`config.mk`:
```
export PLATFORM = sky130hd
export DESIGN_NAME = tlul_rr_arbiter_m1_flat
export DESIGN_NICKNAME = d
export VERILOG_FILES = /design/src/rtl/tlul_arb_pkg.sv /design/src/rtl/tlul_pkg.sv /design/src/rtl/tlul_rr_arbiter_m1_if.sv /design/src/rtl/tlul_arb_idx_fifo.sv /design/src/rtl/tlul_rr_arbiter_m1.sv /design/src/flat_wrapper.sv
export SDC_FILE = /design/constraint.sdc
export NUM_CORES = 1
export LEC_CHECK = 0
export BUFFER_PORTS_ARGS = -buffer_cell sky130_fd_sc_hd__buf_2
export CORE_AREA = 2 2 162 164
export DETAILED_ROUTE_END_ITERATION = 12
export DIE_AREA = 0 0 164 166
export GPL_TIMING_DRIVEN = 0
export PLACE_DENSITY = 0.48
export SETUP_SLACK_MARGIN = 0.15
export SYNTH_ARGS = -nofsm -noshare
export SYNTH_HDL_FRONTEND = slang
export SYNTH_HIERARCHICAL = 1
export SYNTH_SLANG_ARGS = --single-unit
```
`constraint.sdc`:
```
create_clock -name clk_i -period 3.4 [get_ports clk_i]
set_input_delay 0.51 -clock clk_i [delete_from_list [all_inputs] [get_ports clk_i]]
set_output_delay 0.51 -clock clk_i [all_outputs]
set_load 0.005 [all_outputs]
```
`src/rtl/tlul_arb_pkg.sv`:
```
// Helpers for the M:1 TL-UL round-robin socket.
//   ARB_MAX_HOSTS : widest host count the socket supports.
//   arb_idx_t     : host index wide enough for ARB_MAX_HOSTS.
//   rr_scan       : first requester found scanning ptr, ptr+1, ... mod m.
package tlul_arb_pkg;

  localparam int ARB_MAX_HOSTS = 8;

  typedef logic [2:0] arb_idx_t;

  // With no requester the pointer is returned; callers gate with |req.
  function automatic arb_idx_t rr_scan(input logic [ARB_MAX_HOSTS-1:0] req,
                                       input arb_idx_t                 ptr,
                                       input int                       m);
    arb_idx_t pick;
    logic     found;
    int       idx;
    pick  = ptr;
    found = 1'b0;
    for (int k = 0; k < ARB_MAX_HOSTS; k++) begin
      idx = (int'(ptr) + k) % m;
      if (k < m && !found && req[idx[2:0]]) begin
        pick  = idx[2:0];
        found = 1'b1;
      end
    end
    return pick;
  endfunction

endpackage

```
`src/rtl/tlul_pkg.sv`:
```
// TL-UL channel structures shared by hosts, devices and the crossbar sockets.
//   tl_h2d_t : host-to-device A channel plus the host's D-channel ready.
//   tl_d2h_t : device-to-host D channel plus the device's A-channel ready.
package tlul_pkg;

  typedef struct packed {
    logic        a_valid;
    logic [2:0]  a_opcode;
    logic [2:0]  a_param;
    logic [1:0]  a_size;
    logic [7:0]  a_source;
    logic [31:0] a_address;
    logic [3:0]  a_mask;
    logic [31:0] a_data;
    logic        d_ready;
  } tl_h2d_t;

  typedef struct packed {
    logic        d_valid;
    logic [2:0]  d_opcode;
    logic [2:0]  d_param;
    logic [1:0]  d_size;
    logic [7:0]  d_source;
    logic        d_sink;
    logic [31:0] d_data;
    logic        d_error;
    logic        a_ready;
  } tl_d2h_t;

endpackage

```
`src/rtl/tlul_rr_arbiter_m1_if.sv`:
```
// Bus bundle between M TL-UL hosts and one shared TL-UL device port.
//   tl_h_i : host requests (M entries)     tl_h_o : host responses / a_ready
//   tl_d_o : request toward the device      tl_d_i : device response / a_ready
// slave  : view taken by the arbiter socket.
// master : view taken by whatever drives the hosts and models the device.
interface tlul_rr_arbiter_m1_if #(
  parameter int M = 2
) ();

  tlul_pkg::tl_h2d_t [M-1:0] tl_h_i;
  tlul_pkg::tl_d2h_t [M-1:0] tl_h_o;
  tlul_pkg::tl_h2d_t         tl_d_o;
  tlul_pkg::tl_d2h_t         tl_d_i;

  modport slave (
    input  tl_h_i,
    input  tl_d_i,
    output tl_h_o,
    output tl_d_o
  );

  modport master (
    output tl_h_i,
    output tl_d_i,
    input  tl_h_o,
    input  tl_d_o
  );

endinterface

```
`src/rtl/tlul_arb_idx_fifo.sv`:
```
// Return-index FIFO: remembers which host issued each in-flight request.
//   clk_i, rst_ni      : clock, synchronous active-low reset
//   push_i, wdata_i    : enqueue a host index (ignored when full)
//   pop_i              : dequeue the head (ignored when empty)
//   rdata_o            : head entry
//   count_o            : number of stored entries
//   full_o, empty_o    : occupancy flags
module tlul_arb_idx_fifo #(
  parameter  int Width = 1,
  parameter  int Depth = 4,
  localparam int AddrW = (Depth > 1) ? $clog2(Depth) : 1,
  localparam int CntW  = $clog2(Depth + 1)
) (
  input  logic             clk_i,
  input  logic             rst_ni,
  input  logic             push_i,
  input  logic [Width-1:0] wdata_i,
  input  logic             pop_i,
  output logic [Width-1:0] rdata_o,
  output logic [CntW-1:0]  count_o,
  output logic             full_o,
  output logic             empty_o
);

  logic [Width-1:0] mem_q [Depth];
  logic [Width-1:0] mem_d [Depth];
  logic [AddrW-1:0] wr_ptr_q, wr_ptr_d;
  logic [AddrW-1:0] rd_ptr_q, rd_ptr_d;
  logic [CntW-1:0]  count_q, count_d;
  logic             do_push, do_pop;

  assign full_o  = (count_q == CntW'(Depth));
  assign empty_o = (count_q == '0);
  assign count_o = count_q;
  assign rdata_o = mem_q[rd_ptr_q];

  always_comb begin
    do_push  = push_i & ~full_o;
    do_pop   = pop_i & ~empty_o;
    mem_d    = mem_q;
    wr_ptr_d = wr_ptr_q;
    rd_ptr_d = rd_ptr_q;
    count_d  = count_q;
    if (do_push) begin
      mem_d[wr_ptr_q] = wdata_i;
      wr_ptr_d = (wr_ptr_q == AddrW'(Depth - 1)) ? '0 : wr_ptr_q + 1'b1;
    end
    if (do_pop) begin
      rd_ptr_d = (rd_ptr_q == AddrW'(Depth - 1)) ? '0 : rd_ptr_q + 1'b1;
    end
    // push and pop together leave the count alone
    if (do_push && !do_pop) begin
      count_d = count_q + 1'b1;
    end else if (do_pop && !do_push) begin
      count_d = count_q - 1'b1;
    end
  end

  always_ff @(posedge clk_i) begin
    if (!rst_ni) begin
      for (int i = 0; i < Depth; i++) mem_q[i] <= '0;
      wr_ptr_q <= '0;
      rd_ptr_q <= '0;
      count_q  <= '0;
    end else begin
      mem_q    <= mem_d;
      wr_ptr_q <= wr_ptr_d;
      rd_ptr_q <= rd_ptr_d;
      count_q  <= count_d;
    end
  end

endmodule

```
`src/rtl/tlul_rr_arbiter_m1.sv`:
```
// M:1 TL-UL socket: round-robin A-channel grant with in-order D-channel
// return routing. The device must answer in request order.
//   clk_i, rst_ni    : clock, synchronous active-low reset
//   tl               : host and device TL-UL channels (slave view)
//   gnt_idx_o        : host granted on the A channel (valid with tl_d_o.a_valid)
//   outstanding_o    : accepted, unanswered requests
//   err_unexp_rsp_o  : one-cycle pulse after a response with nothing outstanding
module tlul_rr_arbiter_m1
  import tlul_pkg::*;
  import tlul_arb_pkg::*;
#(
  parameter  int M              = 2,
  parameter  int MaxOutstanding = 4,
  localparam int IdxW           = $clog2(M),
  localparam int CntW           = $clog2(MaxOutstanding + 1)
) (
  input  logic                       clk_i,
  input  logic                       rst_ni,
  tlul_rr_arbiter_m1_if.slave        tl,
  output logic [IdxW-1:0]            gnt_idx_o,
  output logic [CntW-1:0]            outstanding_o,
  output logic                       err_unexp_rsp_o
);

  logic [M-1:0]    req;
  logic [IdxW-1:0] rr_ptr_q, rr_ptr_d;
  logic [IdxW-1:0] lock_idx_q, lock_idx_d;
  logic            lock_q, lock_d;
  logic            err_q, err_d;
  logic [IdxW-1:0] gnt;
  logic [IdxW-1:0] head;
  logic            a_valid_out, a_hs;
  logic            d_ready_out, d_hs;
  logic            fifo_full, fifo_empty;
  logic [CntW-1:0] fifo_cnt;

  always_comb begin
    for (int i = 0; i < M; i++) req[i] = tl.tl_h_i[i].a_valid;
  end

  always_comb begin
    // A pending stalled request keeps its grant until the device takes it.
    gnt = lock_q ? lock_idx_q
                 : IdxW'(rr_scan(ARB_MAX_HOSTS'(req), arb_idx_t'(rr_ptr_q), M));
    // Full blocks new grants even if a pop happens this cycle; the freed
    // slot becomes usable on the next cycle.
    a_valid_out = ~fifo_full & (lock_q ? tl.tl_h_i[lock_idx_q].a_valid : |req);
    a_hs        = a_valid_out & tl.tl_d_i.a_ready;
    // With nothing outstanding the device D channel is drained.
    d_ready_out = fifo_empty ? 1'b1 : tl.tl_h_i[head].d_ready;
    d_hs        = tl.tl_d_i.d_valid & d_ready_out & ~fifo_empty;
    err_d       = tl.tl_d_i.d_valid & fifo_empty;

    lock_d     = lock_q;
    lock_idx_d = lock_idx_q;
    if (a_hs) begin
      lock_d = 1'b0;
    end else if (a_valid_out) begin
      lock_d     = 1'b1;
      lock_idx_d = gnt;
    end

    rr_ptr_d = rr_ptr_q;
    if (a_hs) begin
      rr_ptr_d = (gnt == IdxW'(M - 1)) ? '0 : gnt + 1'b1;
    end
  end

  always_comb begin
    tl.tl_d_o         = tl.tl_h_i[gnt];
    tl.tl_d_o.a_valid = a_valid_out;
    tl.tl_d_o.d_ready = d_ready_out;
    for (int i = 0; i < M; i++) begin
      tl.tl_h_o[i]         = tl.tl_d_i;
      tl.tl_h_o[i].a_ready = a_valid_out & tl.tl_d_i.a_ready & (gnt == IdxW'(i));
      tl.tl_h_o[i].d_valid = tl.tl_d_i.d_valid & ~fifo_empty & (head == IdxW'(i));
    end
  end

  tlul_arb_idx_fifo #(
    .Width (IdxW),
    .Depth (MaxOutstanding)
  ) u_idx_fifo (
    .clk_i   (clk_i),
    .rst_ni  (rst_ni),
    .push_i  (a_hs),
    .wdata_i (gnt),
    .pop_i   (d_hs),
    .rdata_o (head),
    .count_o (fifo_cnt),
    .full_o  (fifo_full),
    .empty_o (fifo_empty)
  );

  always_ff @(posedge clk_i) begin
    if (!rst_ni) begin
      rr_ptr_q   <= '0;
      lock_q     <= 1'b0;
      lock_idx_q <= '0;
      err_q      <= 1'b0;
    end else begin
      rr_ptr_q   <= rr_ptr_d;
      lock_q     <= lock_d;
      lock_idx_q <= lock_idx_d;
      err_q      <= err_d;
    end
  end

  assign gnt_idx_o       = gnt;
  assign outstanding_o   = fifo_cnt;
  assign err_unexp_rsp_o = err_q;

endmodule

```
`src/flat_wrapper.sv`:
```
// flat-port wrapper written by rule: the top's interface ports become plain ports
module tlul_rr_arbiter_m1_flat import tlul_pkg::*; import tlul_arb_pkg::*;
#(
  parameter  int M              = 2,
  parameter  int MaxOutstanding = 4,
  localparam int IdxW           = $clog2(M),
  localparam int CntW           = $clog2(MaxOutstanding + 1)
)
  (clk_i, rst_ni, gnt_idx_o, outstanding_o, err_unexp_rsp_o, tl_tl_h_i, tl_tl_d_i, tl_tl_h_o, tl_tl_d_o);
  tlul_rr_arbiter_m1_if #(.M(M)) tl_i ();
  input  logic clk_i;
  input  logic rst_ni;
  output logic [IdxW-1:0] gnt_idx_o;
  output logic [CntW-1:0] outstanding_o;
  output logic err_unexp_rsp_o;
  input wire logic [$bits(tl_i.tl_h_i)-1:0] tl_tl_h_i;
  input wire logic [$bits(tl_i.tl_d_i)-1:0] tl_tl_d_i;
  output wire logic [$bits(tl_i.tl_h_o)-1:0] tl_tl_h_o;
  output wire logic [$bits(tl_i.tl_d_o)-1:0] tl_tl_d_o;
  assign tl_i.tl_h_i = tl_tl_h_i;
  assign tl_i.tl_d_i = tl_tl_d_i;
  assign tl_tl_h_o = tl_i.tl_h_o;
  assign tl_tl_d_o = tl_i.tl_d_o;
  tlul_rr_arbiter_m1 #(.M(M), .MaxOutstanding(MaxOutstanding)) u_core (.clk_i(clk_i), .rst_ni(rst_ni), .tl(tl_i), .gnt_idx_o(gnt_idx_o), .outstanding_o(outstanding_o), .err_unexp_rsp_o(err_unexp_rsp_o));
endmodule
```
# --- Word-level counts from Yosys, hierarchy flattened ---
# Cells that the tools add are included.
word_totals:
  reg_bits: 15
  out_inout_bits: 195
op_classes:
  mux: 26
  bitwise_logic: 21
  n_addsub: 6
  n_reduce_logical: 12
  n_lt_le_gt_ge: 8
  eq_ne: 3
op_table:
  columns: ["op", "count"]
  rows:
  - ["two-way mux 86 bit", 2]
  - ["two-way mux 85 bit", 2]
  - ["two-way mux 1 bit", 14]
  - ["bitwise AND 1 bit", 12]
  - [">= comparator 3 bit, second input constant", 2]
  - ["< comparator 1 x 2 -> 1 bit, second input constant", 3]
  - ["two-way mux 3 bit", 2]
  - ["inverter 1 bit", 6]
  - ["inverter 2 -> 3 bit", 2]
  - ["adder 2 x 1 -> 2 bit, second input constant", 2]
  - ["binary-select mux 1 bit (select 2 bit)", 2]
  - ["bitwise mux 4 bit", 1]
  - ["== test 2 bit, second input constant", 2]
  - ["logical AND 1 bit", 4]
  - ["< comparator 1 x 4 -> 1 bit, second input constant", 1]
  - ["< comparator 3 x 4 -> 1 bit, second input constant", 1]
  - ["two-way mux 2 bit", 2]
  - ["OR reduction 2 bit", 2]
  - ["adder 3 x 1 -> 3 bit, second input constant", 1]
  - ["== test 3 bit, second input constant", 1]
  - ["zero test 1 bit", 3]
  - ["zero test 3 bit", 1]
  - ["< comparator 3 x 1 -> 1 bit, second input constant", 1]
  - ["subtractor 3 x 1 -> 3 bit, second input constant", 1]
  - ["5 further kinds", 6]

# --- Longest topological paths before layout ---
# Gate-level depths: netlist of the first run.
depth:
  ltp_word: 13
  depth_mapped: 11
  depth_no_buf: 11

# --- Hierarchy ---
# Netlist of the first run, hierarchy kept.
by_module_without_submodules:
  columns: ["mod", "area_each_um2", "cells_per_inst", "instances"]
  rows:
  - ["tlul_rr_arbiter_m1", 2162.1, 231, 1]
  - ["tlul_arb_idx_fifo", 600.6, 62, 1]

# --- Worst setup path after synthesis of the first run ---
# OpenSTA, ideal clock, no wires.
synth_path:
  path_type: "reg-to-reg"
  start: "reg u_core.u_idx_fifo.count_q[0], in the netlist u_core/u_idx_fifo/count_o[0]"
  end: "reg u_core.u_idx_fifo.count_q[2], in the netlist u_core/u_idx_fifo/count_o[2]"
  path_stages_with_launch: 12
  period_less_slack_ns: 2.630
  slack_ns: 0.770
  path_buffers: 0
  setup_time_ns: 0.076
  arrival_ns: 2.554
  cell_sequence: "dfxtp_1 nor3b_4 o21ba_2 o211ai_1 inv_1 nor2b_2 ha_1 inv_1 fa_1 xor2_1 or3_1 a21boi_0"
synth_between:
  elab_chain_len: 8
  word_cells_on_any_way: 20
  cone_classes: "add/sub: 2; eq/ne: 1; mux: 3; bitwise: 8; reduce/logical: 6"
synth_lines:
  columns: ["item", "line_no", "source"]
  rows:
  - ["from (decl)", "tlul_arb_idx_fifo.sv:29", "logic [CntW-1:0] count_q, count_d;"]
  - ["from (signal assigned)", "tlul_arb_idx_fifo.sv:69", "count_q <= count_d;"]
  - ["== test 3 bit *", "tlul_arb_idx_fifo.sv:32", "assign full_o = (count_q == CntW'(Depth));"]
  - ["via u_core.fifo_full", "tlul_rr_arbiter_m1.sv:34", "logic fifo_full, fifo_empty;"]
  - ["inverter 1 bit *", "tlul_rr_arbiter_m1.sv:47", "a_valid_out = ~fifo_full & (lock_q ? tl.tl_h_i[lock_idx_q].a_valid : |req);"]
  - ["bitwise AND 1 bit *", "tlul_rr_arbiter_m1.sv:47", null]
  - ["bitwise AND 1 bit *", "tlul_rr_arbiter_m1.sv:48", "a_hs = a_valid_out & tl.tl_d_i.a_ready;"]
  - ["via u_core.a_hs", "tlul_rr_arbiter_m1.sv:32", "logic a_valid_out, a_hs;"]
  - ["bitwise AND 1 bit *", "tlul_arb_idx_fifo.sv:38", "do_push = push_i & ~full_o;"]
  - ["via u_core.u_idx_fifo.do_push", "tlul_arb_idx_fifo.sv:30", "logic do_push, do_pop;"]
  - ["zero test 1 bit", "tlul_arb_idx_fifo.sv:54", "end else if (do_pop && !do_push) begin"]
  - ["logical AND 1 bit", "tlul_arb_idx_fifo.sv:54", null]
  - ["nonzero test 2 bit (no line)", null, null]
# Mark *: on every way through the listed nets, which the timed path passes. The rest lies on a longest branch. The select of a mux whose other input is x is not followed.
# A chain may end at the register's enable or synchronous reset.

# --- Worst setup path after layout of the first run ---
# Same ends and word-level chain as after synthesis.

==> results of run 1 <==
per-stage QoR:
stage / total power, mW / cells
3_5_place_dp: 1.48 / 998
5_1_grt: 1.88 / 1005
4_1_cts: 1.73 / 1002
3_3_place_gp: 1.47 / 998
2_1_floorplan: 0.984 / 293
6_report: 1.71 / 1006
metal layers:
layer  wire, um  vias up  share of wire, %  track usage [%]
met3       1090        4               8.6             1.72
met1       5160     1457                41             10.2
met5         12        -             0.094                0
li1           -     1657                 -                -
met2       6440      183                51             15.6
met4         16        2              0.13            0.725
cells in the final DEF, fill, tap and decap left out, types with 2 or more instances in the layout:
cell type  count
buf_2        375
buf_4        105
mux2_2        55
mux2_4        30
dfxtp_1       15
nand2_1       13
inv_1          8
nor2_1         7
o31ai_1        6
ha_1           6
o211ai_1       5
o21ai_0        5
nand2b_1       4
buf_6          4
mux2i_1        4
nand3_1        4
clkbuf_16      3
nor2b_1        2
a21oi_1        2
area by class of cell:
cell class / instances / area share, %
timing repair buffer: 373 / 36.5
clock buffer: 3 / 1.46
sequential: 15 / 5.84
inverter: 8 / 0.584
antenna: 1 / 0.0487
clock inverter: 1 / 0.0974
buffer: 112 / 16.3
tap: 335 / 8.16
multi-input combinational: 158 / 31.0
worst paths after layout:
check                           cells after the start  slack [ns]                                         to
worst max-delay path                               11        0.51  u_core/u_idx_fifo/count_o[2]$_SDFFE_PN0P_
worst min register to register                      2        0.48               u_core/rr_ptr_q$_SDFFE_PN0P_
worst max register to register                     11        0.51  u_core/u_idx_fifo/count_o[2]$_SDFFE_PN0P_
worst min-delay path                                2        0.48               u_core/rr_ptr_q$_SDFFE_PN0P_
cells by family (layout without fill, tap and decap cells):
family | after synthesis | in the layout | synth area share [%]
compound gates | 22 | 22 | 5.71
xor+xnor | 2 | 2 | 0.634
fa+ha+maj | 7 | 7 | 3.44
buf+inv | 120 | 497 | 31.5
flops | 15 | 15 | 10.9
mux | 90 | 90 | 41.0
other cells | 0 | 1 | 0
simple gates | 37 | 37 | 6.88
power by group:
group          switching (mW)  internal (mW)
Combinational           0.496          0.712
Sequential             0.0562          0.215
Clock                  0.0733          0.157
Total                   0.626           1.08
state kept, by name, indices dropped and copies added, names as in the netlist:
register                    cells
u_core/u_idx_fifo/mem_q         4
u_core/u_idx_fifo/count_o       3
u_core/u_idx_fifo/rd_ptr_q      2
u_core/u_idx_fifo/wr_ptr_q      2
u_core/err_unexp_rsp_o          1
u_core/lock_idx_q               1
u_core/lock_q                   1
u_core/rr_ptr_q                 1
worst max-delay path: stages, from the launching register on:
cell	delay, ns
dfxtp_1	0.51
nor3b_4	0.11
o21ba_2	0.28
o211ai_1	0.18
inv_1	0.20
nor2b_2	0.27
ha_1	0.21
inv_1	0.06
fa_1	0.37
xor2_1	0.16
or3_1	0.30
a21boi_0	0.16
==> impl_metrics.toml, run 1 <==
[run_status]
status = "finished, final reports clean"

[place]
post-dp-hpwl_mm = 11.7
place_area_um2 = 5030
port_buffers = 370
globalplace.congestion = 0.738
detailedPlace.worstSlack_ns = 0.439

[worst_hold_path]
hold_start = "u_core/rr_ptr_q$_SDFFE_PN0P_"
worst_hold_path_type = "flip-flop to flip-flop"

[setup_path]
path_class = "flip-flop to flip-flop"
rr_startpoint = "u_core/u_idx_fifo/count_o[0]$_SDFFE_PN0P_"
crit_fanout = 6
end_kind = "flip-flop"
arrival_ns = 3.07
critPathLaunchType = "flip-flop"
crit_path_start = "u_core/u_idx_fifo/count_o[0]$_SDFFE_PN0P_"
crit_required_ns = 3.57

[drt]
ant_nets = 0
vias = 3303
routed_wl_mm = 12.7
drc = 0
wl_per_cell_um = 12.6
drtIter0Drc = 33
avgViaCountPerCell = 3.28
first_pass_iters = 4

[synthesis]
async_reset_ff_share_pct = 0
postSynthAreaPerCell_um2 = 9.43
mappedNetlistNets = 526
ys_ff_latch = 15
synth_top_area_share_pct = 27.7
syn_inst = 293
synth_seq_area_share_pct = 10.9
yosys_warnings = 6
syn_area_um2 = 2760
yosysMostFrequentCell = "buf_4"
synth_ff_type = "dfxtp_1"
synth_commonest_cells = "buf_4 (102), mux2_2 (55), mux2_4 (30)"
yosysTopAreaCell = "buf_4"
synth_cell_type_count = 34
synth-edff-count = 0
synthTopCellsByArea = "buf_4 (28%), mux2_2 (22%), mux2_4 (16%), dfxtp_1 (11%), ha_1 (2.7%)"

[timing]
whs_ns = 0.485
slew_headroom_pct = 58.6
setup_violations = 0
hold_viol_final = 0
setup_ws_ns = 0.509
tightestPinTransition_ns = 0.615
rsz0062_at_grt = "false"
maxSlewViolCount = 0
finClkSkew_ns = 0.00431
post-route-period-util_pct = 85.0
period_minus_slack_ns = 2.89
setup_tns_ns = 0
max_freq_ghz = 0.346

[clock_network]
holdBufCountCts = 0
htree_levels = 1
numCtsBuffers = 3
clk_path_buf_depth = 2
path_clk_slew_ns = 0.05
clockRootBuffer = "clkbuf_16"
insertion_delay_ns = 0.24
post_cts_buffers = 0
cts.sinks = 15
cts_tree = "built"
post_cts_resized = 0

[global_routing]
overflow = 0
grt_max_degree = 13
first_global_vias = 3198
antenna_found_initial = 2
grt_pass1_wl_mm = 17.8
track_usage_pct = 8.39

[cells_and_area]
finish.utilization_pct = 20.1
final_area_um2 = 5140
num-fill-cells = 2883
layout.nets = 904
drive_gt1_share_pct = 86.4
area_growth_pct = 86.0
seq_area_um2 = 300
multiInputGateArea_um2 = 1590

[power]
worst_ir_drop_vdd_uv = 162
power_density_nw_per_um2 = 333
leakage_nw = 2.84

[floorplan]
die_area_um2 = 27200
ios = 421
core_area_um2 = 25600
fp.dieH_um = 166
row_count = 59
initial_core_util_pct = 10.8
die_w_um = 164

[job]
maxCapViolCount = 0
No activity file was read; power rests on OpenSTA's default activity.
==> run 2: changes to the inputs <==
clock period = 3.7 ns   (was 3.4 ns; I/O delays follow)
==> run 2 against run 1 <==
  * Final area down 0.44%
  * First-iteration DRC count grew 3.0%
  * Critical path depth unchanged
  * Setup slack improved by 0.26 ns
  * Via count unchanged
  * Sequential share of layout area about the same
  * Non-clock buffer count decreased by 3
  * Sequential power decreased by 8.5%
  * Largest cell class unchanged
  * Largest power group unchanged
==> impl_metrics.toml, run 2 (synthesis results as in run 1) <==
[power]
power_density_nw_per_um2 = 303
combPwrFrac_pct = 70.3
power_frac_seq_pct = 16.1
clockPowerShare_pct = 13.6
swShare_pct = 36.8
intPower_mw = 0.981
power_mw = 1.55
worst_ir_drop_vdd_uv = 140
netSwitchingPower_mw = 0.571
leakage_nw = 2.82

[cells_and_area]
drive_gt1_share_pct = 86.4
regMostFlops = "u_core/u_idx_fifo/mem_q"
final_cell_mix = "buf_2 (375), buf_4 (102), mux2_2 (55)"
largest_register_ffs = 4
area_growth_pct = 85.2
mostFrequentLayoutCell = "buf_2"
finish.utilization_pct = 20.0
layout.nets = 901
final_area_um2 = 5120

[floorplan]
ios = 421
row_count = 59
fp.dieH_um = 166
initial_core_util_pct = 10.8
die_area_um2 = 27200
core_area_um2 = 25600
die_w_um = 164

[drt]
first_pass_iters = 4
ant_nets = 0
drc = 0
avgViaCountPerCell = 3.29
wl_per_cell_um = 12.7
vias = 3303
drtIter0Drc = 34
routed_wl_mm = 12.7

[timing]
rsz0062_at_grt = "false"
maxSlewViolCount = 0
tightestPinTransition_ns = 0.598
hold_viol_final = 0
finClkSkew_ns = 0.00428
setup_violations = 0
whs_ns = 0.485
setup_tns_ns = 0
slew_headroom_pct = 59.8
period_minus_slack_ns = 2.93
max_freq_ghz = 0.341
post-route-period-util_pct = 79.2

[global_routing]
grt_pass1_wl_mm = 17.8
antenna_found_initial = 2
grt_max_degree = 13
overflow = 0
track_usage_pct = 8.39
first_global_vias = 3198

[clock_network]
clockRootBuffer = "clkbuf_16"
numCtsBuffers = 3
path_clk_slew_ns = 0.05
holdBufCountCts = 0
cts_tree = "built"
htree_levels = 1
insertion_delay_ns = 0.24
post_cts_resized = 0
cts.sinks = 15
clk_path_buf_depth = 2
post_cts_buffers = 0

[place]
post-dp-hpwl_mm = 11.7
place_area_um2 = 5030
globalplace.congestion = 0.738
port_buffers = 370

[setup_path]
arrival_ns = 3.10
path_class = "flip-flop to flip-flop"
reg2reg_to = "u_core/u_idx_fifo/count_o[2]$_SDFFE_PN0P_"
end_kind = "flip-flop"
crit_path_start = "u_core/u_idx_fifo/count_o[0]$_SDFFE_PN0P_"
rr_startpoint = "u_core/u_idx_fifo/count_o[0]$_SDFFE_PN0P_"
critPathCapture = "u_core/u_idx_fifo/count_o[2]$_SDFFE_PN0P_"
crit_required_ns = 3.87
reg2reg_slack_ns = 0.77
critPathLaunchType = "flip-flop"
r2r_cells = 11
crit_fanout = 11

[run_status]
status = "finished, final reports clean"

[worst_hold_path]
hold_start = "u_core/rr_ptr_q$_SDFFE_PN0P_"
worst_hold_path_type = "flip-flop to flip-flop"

[job]
maxCapViolCount = 0
[run 2: how the worst min path moves through the flow]
| stage | endpoint | depth (start not counted) |
|---|---|---|
| detailed placement | u_core/rr_ptr_q$_SDFFE_PN0P_ | 2 |
| finish | u_core/rr_ptr_q$_SDFFE_PN0P_ | 2 |
| global placement | u_core/rr_ptr_q$_SDFFE_PN0P_ | 2 |
| global route | u_core/rr_ptr_q$_SDFFE_PN0P_ | 2 |
| CTS | u_core/rr_ptr_q$_SDFFE_PN0P_ | 2 |
| floorplan | u_core/rr_ptr_q$_SDFFE_PN0P_ | 2 |
[run 2: worst max-delay path: stages (launching register included)]
cell and delay (ns):
dfxtp_1 0.50, nor3b_4 0.15, o21ba_2 0.29, o211ai_1 0.18, inv_1 0.20, nor2b_2 0.27, ha_1 0.21, inv_1 0.06
fa_1 0.37, xor2_1 0.16, or3_1 0.30, a21boi_0 0.16
[run 2: cell type report]
| class | count | area, um^2 |
|---|---|---|
| Tap cell | 335 | 419 |
| Antenna cell | 1 | 2.50 |
| Fill cell | 2883 | 20500 |
| Multi-Input combinational cell | 158 | 1590 |
| Clock inverter | 1 | 5.00 |
| Sequential cell | 15 | 300 |
| Timing Repair Buffer | 370 | 1850 |
| Inverter | 8 | 30.0 |
| Buffer | 112 | 840 |
| Clock buffer | 3 | 75.1 |
[run 2: power groups by stage]
stage | sequential [mW] | clock (mW) | combinational, mW
2_1_floorplan | 0.244 | 0 | 0.660
3_3_place_gp | 0.251 | 0 | 1.10
3_5_place_dp | 0.253 | 0 | 1.11
4_1_cts | 0.250 | 0.220 | 1.12
5_1_grt | 0.258 | 0.229 | 1.22
6_report | 0.249 | 0.212 | 1.09
[run 2: layer usage]
metal	vias up	global-route usage [%]	wire, um
met2	185	15.6	6450
met5	-	0	12
met3	4	1.72	1090
li1	1654	-	-
met1	1458	10.2	5130
met4	2	0.725	16
[run 2: metrics by stage]
| stage | instances | setup slack [ns] |
|---|---|---|
| after CTS | 1002 | 0.719 |
| final | 1003 | 0.770 |
| after global routing | 1002 | 0.410 |
| after detailed placement | 998 | 0.739 |
| after global placement | 998 | 0.762 |
| after floorplan | 293 | 1.07 |
